File: config.mk
export PLATFORM = sky130hd
export DESIGN_NAME = n_bit_serial_subtractor_flat
export DESIGN_NICKNAME = d
export VERILOG_FILES = /design/src/rtl/n_bit_serial_subtractor_if.sv /design/src/rtl/n_bit_serial_subtractor.sv /design/src/flat_wrapper.sv
export SDC_FILE = /design/constraint.sdc
export NUM_CORES = 1
export LEC_CHECK = 0
export BUFFER_PORTS_ARGS = -buffer_cell sky130_fd_sc_hd__buf_2
export CORE_MARGIN = 1.5
export CORE_UTILIZATION = 40
export CTS_CLUSTER_DIAMETER = 60
export DETAILED_ROUTE_END_ITERATION = 12
export PLACE_DENSITY = 0.72
export SLEW_MARGIN = 5
export SYNTH_ARGS = -nofsm -noshare
export SYNTH_HDL_FRONTEND = slang
export SYNTH_SLANG_ARGS = --single-unit
File: constraint.sdc
create_clock -name clk -period 1 [get_ports clk]
set_input_delay 0.2 -clock clk [delete_from_list [all_inputs] [get_ports clk]]
set_output_delay 0.2 -clock clk [all_outputs]
set_load 0.01 [all_outputs]
File: src/rtl/n_bit_serial_subtractor_if.sv
// Handshake and operand/result bundle for n_bit_serial_subtractor.
// ovf exists only when OVERFLOW_FLAG_EN is defined.
interface n_bit_serial_subtractor_if #(
  parameter int N = 16
);
  logic         start;
  logic [N-1:0] a;
  logic [N-1:0] b;
  logic         bin;
  logic         busy;
  logic         done;
  logic [N-1:0] diff;
  logic         bout;
`ifdef OVERFLOW_FLAG_EN
  logic         ovf;
`endif

  modport master (
    output start, a, b, bin,
`ifdef OVERFLOW_FLAG_EN
    input  ovf,
`endif
    input  busy, done, diff, bout
  );

  modport slave (
    input  start, a, b, bin,
`ifdef OVERFLOW_FLAG_EN
    output ovf,
`endif
    output busy, done, diff, bout
  );
endinterface

File: src/rtl/n_bit_serial_subtractor.sv
// Bit-serial N-bit subtractor, diff = a - b - bin, LSB first, start/busy/done handshake.
// Optional macro OVERFLOW_FLAG_EN adds a signed-overflow flag (ovf) on the interface.
module n_bit_serial_subtractor #(
  parameter int N = 16
) (
  input logic                    clk,
  input logic                    rst_n,
  n_bit_serial_subtractor_if.slave bus
);

  localparam int CW = (N > 1) ? $clog2(N) : 1;

  typedef enum logic [1:0] {
    S_IDLE,
    S_RUN,
    S_DONE
  } state_t;

  state_t          r_state;
  state_t          w_state_nxt;
  logic [N-1:0]    r_a_sh;
  logic [N-1:0]    r_b_sh;
  logic [N-1:0]    r_diff;
  logic [CW-1:0]   r_cnt;
  logic            r_borrow;
  logic            r_bout;
  logic            w_accept;
  logic            w_last;
  logic            w_d;
  logic            w_borrow_nxt;
`ifdef OVERFLOW_FLAG_EN
  logic            r_ovf;
`endif

  always_comb begin
    w_accept     = 1'b0;
    w_last       = 1'b0;
    w_d          = 1'b0;
    w_borrow_nxt = 1'b0;
    w_accept     = bus.start && (r_state != S_RUN);
    w_last       = (r_cnt == CW'(N - 1));
    w_d          = r_a_sh[0] ^ r_b_sh[0] ^ r_borrow;
    w_borrow_nxt = (~r_a_sh[0] & r_b_sh[0]) | (~(r_a_sh[0] ^ r_b_sh[0]) & r_borrow);
  end

  always_ff @(posedge clk) begin
    if (!rst_n) begin
      r_state <= S_IDLE;
    end else begin
      r_state <= w_state_nxt;
    end
  end

  always_comb begin
    w_state_nxt = r_state;
    case (r_state)
      S_IDLE:  if (bus.start) w_state_nxt = S_RUN;
      S_RUN:   if (w_last) w_state_nxt = S_DONE;
      S_DONE:  w_state_nxt = bus.start ? S_RUN : S_IDLE;
      default: w_state_nxt = S_IDLE;
    endcase
  end

  always_ff @(posedge clk) begin
    if (!rst_n) begin
      r_a_sh   <= '0;
      r_b_sh   <= '0;
      r_diff   <= '0;
      r_cnt    <= '0;
      r_borrow <= 1'b0;
      r_bout   <= 1'b0;
`ifdef OVERFLOW_FLAG_EN
      r_ovf    <= 1'b0;
`endif
    end else if (w_accept) begin
      r_a_sh   <= bus.a;
      r_b_sh   <= bus.b;
      r_borrow <= bus.bin;
      r_cnt    <= '0;
    end else if (r_state == S_RUN) begin
      r_diff   <= {w_d, r_diff[N-1:1]};
      r_a_sh   <= {1'b0, r_a_sh[N-1:1]};
      r_b_sh   <= {1'b0, r_b_sh[N-1:1]};
      r_borrow <= w_borrow_nxt;
      r_cnt    <= r_cnt + CW'(1);
      if (w_last) begin
        r_bout <= w_borrow_nxt;
`ifdef OVERFLOW_FLAG_EN
        // On the MSB step r_borrow is the borrow into bit N-1.
        r_ovf  <= r_borrow ^ w_borrow_nxt;
`endif
      end
    end
  end

  always_comb begin
    bus.busy = (r_state == S_RUN);
    bus.done = (r_state == S_DONE);
    bus.diff = r_diff;
    bus.bout = r_bout;
`ifdef OVERFLOW_FLAG_EN
    bus.ovf  = r_ovf;
`endif
  end

endmodule

File: src/flat_wrapper.sv
// flat-port wrapper written by rule: the top's interface ports become plain ports
module n_bit_serial_subtractor_flat 
#(
  parameter int N = 16
)
  (clk, rst_n, bus_start, bus_a, bus_b, bus_bin, bus_busy, bus_done, bus_diff, bus_bout);
  n_bit_serial_subtractor_if #(.N(N)) bus_i ();
  input logic clk;
  input logic rst_n;
  input wire logic [$bits(bus_i.start)-1:0] bus_start;
  input wire logic [$bits(bus_i.a)-1:0] bus_a;
  input wire logic [$bits(bus_i.b)-1:0] bus_b;
  input wire logic [$bits(bus_i.bin)-1:0] bus_bin;
  output wire logic [$bits(bus_i.busy)-1:0] bus_busy;
  output wire logic [$bits(bus_i.done)-1:0] bus_done;
  output wire logic [$bits(bus_i.diff)-1:0] bus_diff;
  output wire logic [$bits(bus_i.bout)-1:0] bus_bout;
  assign bus_i.start = bus_start;
  assign bus_i.a = bus_a;
  assign bus_i.b = bus_b;
  assign bus_i.bin = bus_bin;
  assign bus_busy = bus_i.busy;
  assign bus_done = bus_i.done;
  assign bus_diff = bus_i.diff;
  assign bus_bout = bus_i.bout;
  n_bit_serial_subtractor #(.N(N)) u_core (.clk(clk), .rst_n(rst_n), .bus(bus_i));
endmodule
**Word-level counts from Yosys, hierarchy flattened**

Cells that the tools add are included.

- Flip-flop bits (word level): 56
- Output and inout port bits: 19

- Add/sub/neg operators: 1
- Eq/ne operators: 6
- Mux-type cells: 10
- Bitwise logic cells: 9
- Reductions and logical operators: 7

Operator list:

| kind | number |
|---|---|
| 16-bit two-way mux | 4 |
| 2-bit case mux with 3 select lines | 1 |
| 4-bit by 1-bit adder with 4-bit output (second input constant) | 1 |
| 4-bit equality test (second input constant) | 1 |
| 2-bit two-way mux | 2 |
| 2-bit by 1-bit inequality test with 1-bit output (second input constant) | 2 |
| 1-bit inverter | 4 |
| 2-bit AND reduction | 2 |
| 1-bit two-way mux | 3 |
| 3-bit AND reduction | 1 |
| 1-bit AND | 2 |
| 2-bit by 1-bit equality test with 1-bit output (second input constant) | 1 |
| 2-bit equality test (second input constant) | 1 |
| 2-bit logical NOT | 1 |
| 2-bit inequality test (second input constant) | 1 |
| 2-bit nonzero test | 1 |
| 2-bit OR reduction | 1 |
| 1-bit bitwise XOR | 2 |
| 1-bit logical AND | 1 |
| 1-bit bitwise OR | 1 |

**Longest topological paths before layout**

Gate-level depths: netlist of run 1.

- Word-level depth: 6
- Mapped depth: 5

**Worst setup path after synthesis of run 1**

Ideal clock, no wire load.

- Path type: register to register
- From: register u_core.r_b_sh[0]
- To: register u_core.r_diff[15], in the netlist u_core.bus.diff[15]
- Setup time: 0.071 ns
- Data arrival time: 1.006 ns
- Data required time: 0.929 ns
- Slack: -0.077 ns
- Cell stages (with the launch flop): 5
- Clock period less this slack: 1.077 ns
- Cell sequence: dfxtp_1 > inv_1 > fa_1 > nand2_1 > a21oi_1

- Word-level cells in the longest chain between the ends: 2

RTL lines:

| what | RTL line | RTL |
|---|---|---|
| start: declaration | n_bit_serial_subtractor.sv:22 | `logic [N-1:0] r_b_sh;` |
| start signal: assignment | n_bit_serial_subtractor.sv:77 | `r_b_sh <= bus.b;` |
| start signal: assignment | n_bit_serial_subtractor.sv:83 | `r_b_sh <= {1'b0, r_b_sh[N-1:1]};` |
| 1-bit bitwise XOR (2 in a row) | n_bit_serial_subtractor.sv:42 | `w_d = r_a_sh[0] ^ r_b_sh[0] ^ r_borrow;` |
| named net u_core.w_d | n_bit_serial_subtractor.sv:29 | `logic w_d;` |
| end signal: assignment | n_bit_serial_subtractor.sv:81 | `r_diff <= {w_d, r_diff[N-1:1]};` |
| end: declaration | n_bit_serial_subtractor.sv:23 | `logic [N-1:0] r_diff;` |

The timed path passes the listed nets, and every way through them passes these cells.
A chain may end at the register's enable or synchronous reset.

**Worst setup path in the final report of run 1**

- From: register u_core.r_state[1]
- To: register u_core.r_a_sh[3]

- Word-level cells in the longest chain between the ends: 3
- Elaborated cells on any way between the ends: 5
- Those cells by class: 2 x eq/ne; 1 x mux; 2 x reduce/logical

RTL lines:

| what | RTL line | RTL |
|---|---|---|
| start: declaration | n_bit_serial_subtractor.sv:19 | `state_t r_state;` |
| start signal: assignment | n_bit_serial_subtractor.sv:50 | `r_state <= w_state_nxt;` |
| 2-bit by 1-bit inequality test with 1-bit output | n_bit_serial_subtractor.sv:40 | `w_accept = bus.start && (r_state != S_RUN);` |
| 1-bit logical AND | n_bit_serial_subtractor.sv:40 |  |
| 16-bit two-way mux or 2-bit nonzero test (tied branches) | n/a |  |
| end signal: assignment | n_bit_serial_subtractor.sv:76 | `r_a_sh <= bus.a;` |
| end signal: assignment | n_bit_serial_subtractor.sv:82 | `r_a_sh <= {1'b0, r_a_sh[N-1:1]};` |
| end: declaration | n_bit_serial_subtractor.sv:21 | `logic [N-1:0] r_a_sh;` |

Several ways; a longest one is shown, not always the timed one.

==> flow_metrics.tcl, run 1 <==
set metrics [dict create \
    status "finished with violations" \
    violations "setup timing" \
    antenna_found_initial 0 \
    cp_cell_sequence "nand2b_4, buf_12, buf_12, buf_12, buf_16, a211oi_2" \
    switching_share_pct 28.5 \
    vias 2247 \
    nNetsFinal 391 \
    numCtsBuffers 5 \
    synthCells 251 \
    wl_um 7330 \
    h-tree-depth 2 \
    worst_slew_pin_slew_ns 0.229 \
    cts_root_buf "clkbuf_8" \
    boundaryPins 55 \
    crit_required_ns 1.22 \
    drtIter0Drc 57 \
    crit_type "reg2reg" \
    cts_max_path_buffers 2 \
    relSlewSlack_pct 84.3 \
    syn-cell-area_um2 2560 \
    grt_pass1_wl_um 11100 \
    dr.pass1.iters 4 \
    cp-start-kind "flip-flop" \
    crit_path_end_kind "flip-flop" \
    max_stage_delay_ns 0.33 \
    crit_path_max_fanout 6 \
    grt_overflow 0 \
    timing.critical_path.buf_inv 4 \
    row_count 28 \
    track_usage_pct 20.0 \
    critical_path_arrival_ns 1.54 \
    p_int_mw 3.69 \
    drive_gt1_share_pct 69.8 \
    wl_per_cell_um 17.1 \
    synth_top_family_by_area "compound AO/OA/AOI/OAI gates" \
    fmax_ghz 0.759 \
    layout_common_cells "39 x buf_2, 34 x dfxtp_1, 31 x mux2i_1, 31 x a211oi_2, 31 x buf_4" \
    vias_per_cell 5.24 \
    grt_max_degree 26 \
    crit_top_cell "buf_12" \
    max_cap_viol_count 0 \
    synth_warnings 0 \
    finClkSkew_ns 0.00949 \
    synth_compound_area_share_pct 21.2 \
    cellPowerDensity_nw_per_um2 1230 \
    multi_input_area_um2 1590 \
    start_util_pct 42.3 \
    cts_hold_buf 0 \
    final_cells 429 \
    dp_hpwl_um 3370 \
    drv_slew 0 \
    drtAntennaViolNets 0 \
    drc 0 \
    seqPwrFrac_pct 48.0 \
    insertion_delay_ns 0.31 \
    cp_slowest_cell "dfxtp_2" \
    cts_sinks 56 \
    fill_cells 397 \
    p_sw_mw 1.47 \
    fin_crit_sh_pct 132 \
    muxShareOfSynthArea_pct 12.7 \
    clk_pin_slew_ns 0.11 \
    path_delay_family "buffers and inverters" \
    die_h_um 83.0 \
    combinationalPowerShare_pct 26.6 \
    port_buffers 54 \
    num_antenna_cells 0 \
    ys_types 29 \
    min_period_ns 1.32 \
    first_global_vias 2213 \
    cts_tree "done" \
    setup_slack_ns -0.318 \
    setup_violations 58 \
    p_leak_nw 1.79 \
    ir_drop_mv 0.853 \
    fp.dieArea_um2 6890 \
    yosys.area_share.simple_pct 12.8 \
    gp_congestion 0.736 \
    die_x_um 83.0 \
    hold_ws_ns 0.172 \
    clkPwrFrac_pct 25.4 \
    rsz0062_at_grt "true" \
    hold_violations 0 \
    seq_area_frac_synth_pct 43.8 \
    avgSynthCellArea_um2 10.2 \
    dp.cells 378 \
    synthToLayoutAreaGrowth_pct 63.8 \
    layout_commonest_cell "buf_2" \
    regArea_um2 1160 \
    syn-num-nets 289 \
    hold_path.class "in2reg" \
    core-area_um2 6060 \
    synth_fa_ha_area_share_pct 1.27 \
    synth_xor_area_share_pct 0 \
    ys_ff_latch 56 \
]
-- worst paths after layout --
kind	startpoint	cells after the start	slack [ns]	end
worst max-delay path	u_core.r_state[1]	6	-0.32	u_core.r_a_sh[3]
worst min-delay path	bus_b[15]	3	0.17	u_core.r_b_sh[15]
worst max register to register	u_core.r_state[1]	6	-0.32	u_core.r_a_sh[3]
worst min register to register	u_core.bus.diff[9]	2	0.51	u_core.bus.diff[8]
-- worst register-to-register path, stage by stage (launching register included) --
cell and delay [ns]:
dfxtp_2 0.33, nand2b_4 0.16, buf_12 0.15, buf_12 0.14, buf_12 0.14, buf_16 0.13, a211oi_2 0.20
-- stage by stage --
stage               total power [mW]  util (%)  TNS [ns]  worst slack [ns]  cell area (µm²)
floorplan                       3.08         -    -0.170           -0.0728             2580
global placement                3.27      49.3     -1.60           -0.0794             2990
detailed placement              3.29      49.3     -2.73            -0.121             2990
CTS                             5.08      64.9    -11.51            -0.295             3930
global route                    5.38      69.2    -16.14            -0.345             4200
finish                          5.16      69.2    -13.94            -0.318             4200
-- registers in the layout, indices dropped and copies added (netlist names) --
register,count
u_core.bus.bout,1
u_core.r_a_sh,16
u_core.bus.diff,16
u_core.r_cnt,4
u_core.r_state,2
u_core.r_borrow,1
u_core.r_b_sh,16
-- cells in the mapped netlist --
| library cell | instances | area (µm²) |
|---|---|---|
| clkbuf_1 | 2 | 7.51 |
| nand3_1 | 5 | 25.0 |
| fa_1 | 1 | 20.0 |
| o211ai_2 | 1 | 12.5 |
| a311oi_1 | 1 | 8.76 |
| dfxtp_1 | 56 | 1120 |
| buf_4 | 2 | 15.0 |
| or3_1 | 1 | 6.26 |
| and2_1 | 1 | 6.26 |
| inv_1 | 3 | 11.3 |
| o22ai_1 | 1 | 6.26 |
| a31oi_1 | 1 | 6.26 |
| buf_6 | 8 | 90.1 |
| o211a_1 | 2 | 20.0 |
| nand2b_4 | 1 | 13.8 |
| ha_1 | 1 | 12.5 |
| a211oi_2 | 31 | 388 |
| nand2_1 | 36 | 135 |
| a21oi_1 | 20 | 100 |
| buf_2 | 4 | 20.0 |
| and3_1 | 2 | 12.5 |
| inv_2 | 1 | 3.75 |
| nor2_1 | 31 | 116 |
| nand2b_1 | 1 | 6.26 |
| clkinv_1 | 1 | 3.75 |
| mux2i_1 | 31 | 310 |
| and2b_1 | 1 | 7.51 |
| buf_8 | 4 | 60.1 |
| mux2_4 | 1 | 15.0 |
-- cell families after synthesis --
logic type	after synthesis
flops	56
buf+inv	25
simple gates	79
fa+ha+maj	2
mux	32
compound gates	57
-- cell type report --
class / instances / area share (%)
tap: 75 / 2.24
inverter: 5 / 0.507
clock inverter: 1 / 0.179
sequential: 56 / 27.7
clock buffer: 7 / 2.06
timing repair buffer: 115 / 29.4
multi-input combinational: 170 / 37.9
-- repair_timing --
| action | in CTS | in global routing |
|---|---|---|
| cloned | 11 | 1 |
| endpoints found under the setup margin | 70 | 73 |
| endpoints found under the hold margin | 0 | 0 |
| gates resized for setup | 123 | 44 |
| buffers inserted | 19 | 17 |
| pin swaps | 52 | 12 |
-- per-layer routing --
layer,wire length (µm),GRT usage [%],vias to the layer above
met5,0,0,-
met2,3980,35.8,48
met1,3020,24.5,1107
li1,-,-,1085
met4,78,5.76,0
met3,256,3.68,7
-- power by group through the flow --
stage	sequential [mW]	clock, mW	combinational [mW]
floorplan	2.48	0	0.597
global placement	2.49	0	0.775
detailed placement	2.50	0	0.793
CTS	2.47	1.33	1.28
global route	2.49	1.43	1.45
finish	2.48	1.31	1.37
Note: power is estimated with default switching activity, not from simulation.
==> inputs of run 2 (changes only) <==
ABC_AREA = 1   (was default)
==> run 2 against run 1 <==
The flow still finishes with violations (setup timing); register-to-register slack gained 0.05 ns; fmax grew 4.2%; clock-buffer cell count shrank 1; synthesized area grew 2.5%.
==> flow_metrics.tcl, run 2 <==
set metrics [dict create \
    status "finished with violations" \
    violations "setup timing" \
    syn-num-nets 403 \
    fmax_ghz 0.791 \
    drv_slew 0 \
    critical_path_arrival_ns 1.06 \
    crit_path_end_kind "output port" \
    fp.dieArea_um2 7060 \
    ys_types 21 \
    worst_slew_pin_slew_ns 0.314 \
    drive_gt1_share_pct 52.1 \
    reg2reg_from "u_core.r_state[1]" \
    regArea_um2 1150 \
    hold_path.class "in2reg" \
    relSlewSlack_pct 79.1 \
    grt_pass1_wl_um 11600 \
    crit_path_max_fanout 3 \
    vias 2688 \
    ys_top_cells_by_count "89 x nand3_1, 76 x nand2_1, 56 x dfxtp_1, 40 x nor2_1, 38 x inv_1" \
    synthToLayoutAreaGrowth_pct 57.7 \
    start_util_pct 41.4 \
    use_met2_pct 36.6 \
    row_count 29 \
    vias_per_cell 5.17 \
    setup_violations 59 \
    track_usage_pct 20.4 \
    synth_fa_ha_area_share_pct 1.24 \
    setup_slack_ns -0.265 \
    synthMostInstantiatedCell "nand3_1" \
    r2r_end "u_core.r_a_sh[0]" \
    cts_sinks 56 \
    synth_ff_type "dfxtp_1" \
    holdPathStages 3 \
    core-area_um2 6350 \
    grt.busiest_layer "met2" \
    num_antenna_cells 0 \
    ir_drop_mv 0.660 \
    fin_crit_sh_pct 126 \
    synth_top_area_cell "dfxtp_1" \
    crit_type "reg2out" \
    cts_max_path_buffers 2 \
    h-tree-depth 2 \
    nNetsFinal 481 \
    max_cap_viol_count 0 \
    async_flop_share_pct 0 \
    synth_compound_area_share_pct 4.00 \
    port_buffers 54 \
    multi_input_area_um2 1710 \
    cts_tree "done" \
    yosys.area_share.simple_pct 38.3 \
    avgSynthCellArea_um2 7.20 \
    synth_warnings 0 \
    drtIter0Drc 223 \
    synth_xor_area_share_pct 0.333 \
    cp-start-kind "flip-flop" \
    finClkSkew_ns 0.00592 \
    die_x_um 84.0 \
    first_global_vias 2519 \
    crit_required_ns 0.80 \
    yosys.area.top_type_share_pct 42.7 \
    cts_hold_buf 0 \
    rsz0062_at_grt "true" \
    insertion_delay_ns 0.31 \
    grt_overflow 0 \
    wl_per_cell_um 15.1 \
    drc 0 \
    cts_root_buf "clkbuf_8" \
    numCtsBuffers 5 \
    min_from "bus_a[15]" \
    synth-edff-count 0 \
    met3_usage_pct 3.26 \
    gp_congestion 0.780 \
    synth_area_leaders "dfxtp_1 43%, nand3_1 17%, nand2_1 11%, nor2_1 5.7%, inv_1 5.4%" \
    ys_ff_latch 56 \
    drtAntennaViolNets 0 \
    grt_max_degree 24 \
    synthCells 365 \
    p_leak_nw 2.04 \
    min_period_ns 1.26 \
    r2r_slack_ns -0.26 \
    final_cells 520 \
    dp.cells 491 \
    muxShareOfSynthArea_pct 0 \
    clk_pin_slew_ns 0.10 \
    wl_um 7870 \
    dr.pass1.iters 4 \
    layout_common_cells "74 x nand3_2, 73 x nand2_1, 42 x buf_2" \
    antenna_found_initial 0 \
    layout_commonest_cell "nand3_2" \
    ff2ff_path_depth 9 \
    fill_cells 433 \
    syn-cell-area_um2 2630 \
    boundaryPins 55 \
    use_met1_pct 24.2 \
    cellPowerDensity_nw_per_um2 1240 \
    synth_top_family_by_area "simple AND/OR/NAND/NOR gates" \
    hold_violations 0 \
    dp_hpwl_um 4040 \
    seq_area_frac_synth_pct 42.7 \
    holdPathEnd "u_core.r_a_sh[15]" \
    total_power_mw 5.12 \
    die_h_um 84.0 \
]
==> run 2: cells by family after synthesis <==
logic type,after synthesis
AOI/OAI and AO/OA,21
xor gates and xnor gates,1
adders and majority gates,2
buffers and inverters,67
DFF,56
and+or+nand+nor,218
==> run 2: through the flow <==
stage                     utilization (%)  hold WS, ns  setup TNS, ns  area [µm²]  setup slack (ns)
after global placement               50.8        0.452          -1.13        3220           -0.0923
after floorplan                         -        0.365         -0.711        2840           -0.0639
after global routing                 65.2        0.137         -12.21        4140            -0.318
after CTS                            60.7        0.157         -10.79        3850            -0.263
final                                65.2        0.139          -9.65        4140            -0.265
after detailed placement             50.8        0.456          -2.69        3220            -0.115
==> run 2: area by class of cell <==
cell class	count	area share, %
Timing Repair Buffer	96	23.1
Clock buffer	6	1.75
Multi-Input combinational cell	243	41.2
Inverter	41	3.78
Tap cell	77	2.33
Sequential cell	56	27.7
Clock inverter	1	0.121
==> run 2: repair_timing <==
item	4_1_cts	5_1_grt
gates resized for setup	61	70
pin swaps	13	12
setup buffers	9	5
endpoints found under the hold margin	0	0
gates cloned	9	3
setup endpoints to repair	63	75
==> run 2: where the power goes <==
part           internal (mW)  switching [mW]  total [mW]
clock                  0.479           0.714        1.19
combinational          0.702           0.722        1.42
sequential              2.39           0.116        2.51
==> run 2: how the worst max path moves through the flow <==
stage	to	slack (ns)	from	cells after the start
final	bus_busy	-0.26	u_core.r_state[0]	4
after floorplan	u_core.bus.diff[15]	-0.06	u_core.r_borrow	4
after global placement	u_core.r_borrow	-0.09	u_core.r_borrow	7
after CTS	bus_busy	-0.26	u_core.r_state[0]	4
after detailed placement	u_core.r_borrow	-0.11	u_core.r_borrow	7
after global routing	u_core.r_a_sh[0]	-0.32	u_core.r_state[1]	9
==> run 2: worst max-delay path: stages, from the launching register on <==
cell and delay (ns):
dfxtp_2 0.36, inv_2 0.05, nor2_4 0.13, buf_12 0.12
buf_6 0.09
==> run 2: per-layer routing <==
metal | vias to the layer above | part of all wire, %
met3 | 14 | 3.6
met4 | 0 | 2.3
met2 | 69 | 53
li1 | 1325 | -
met1 | 1280 | 41
met5 | - | 0
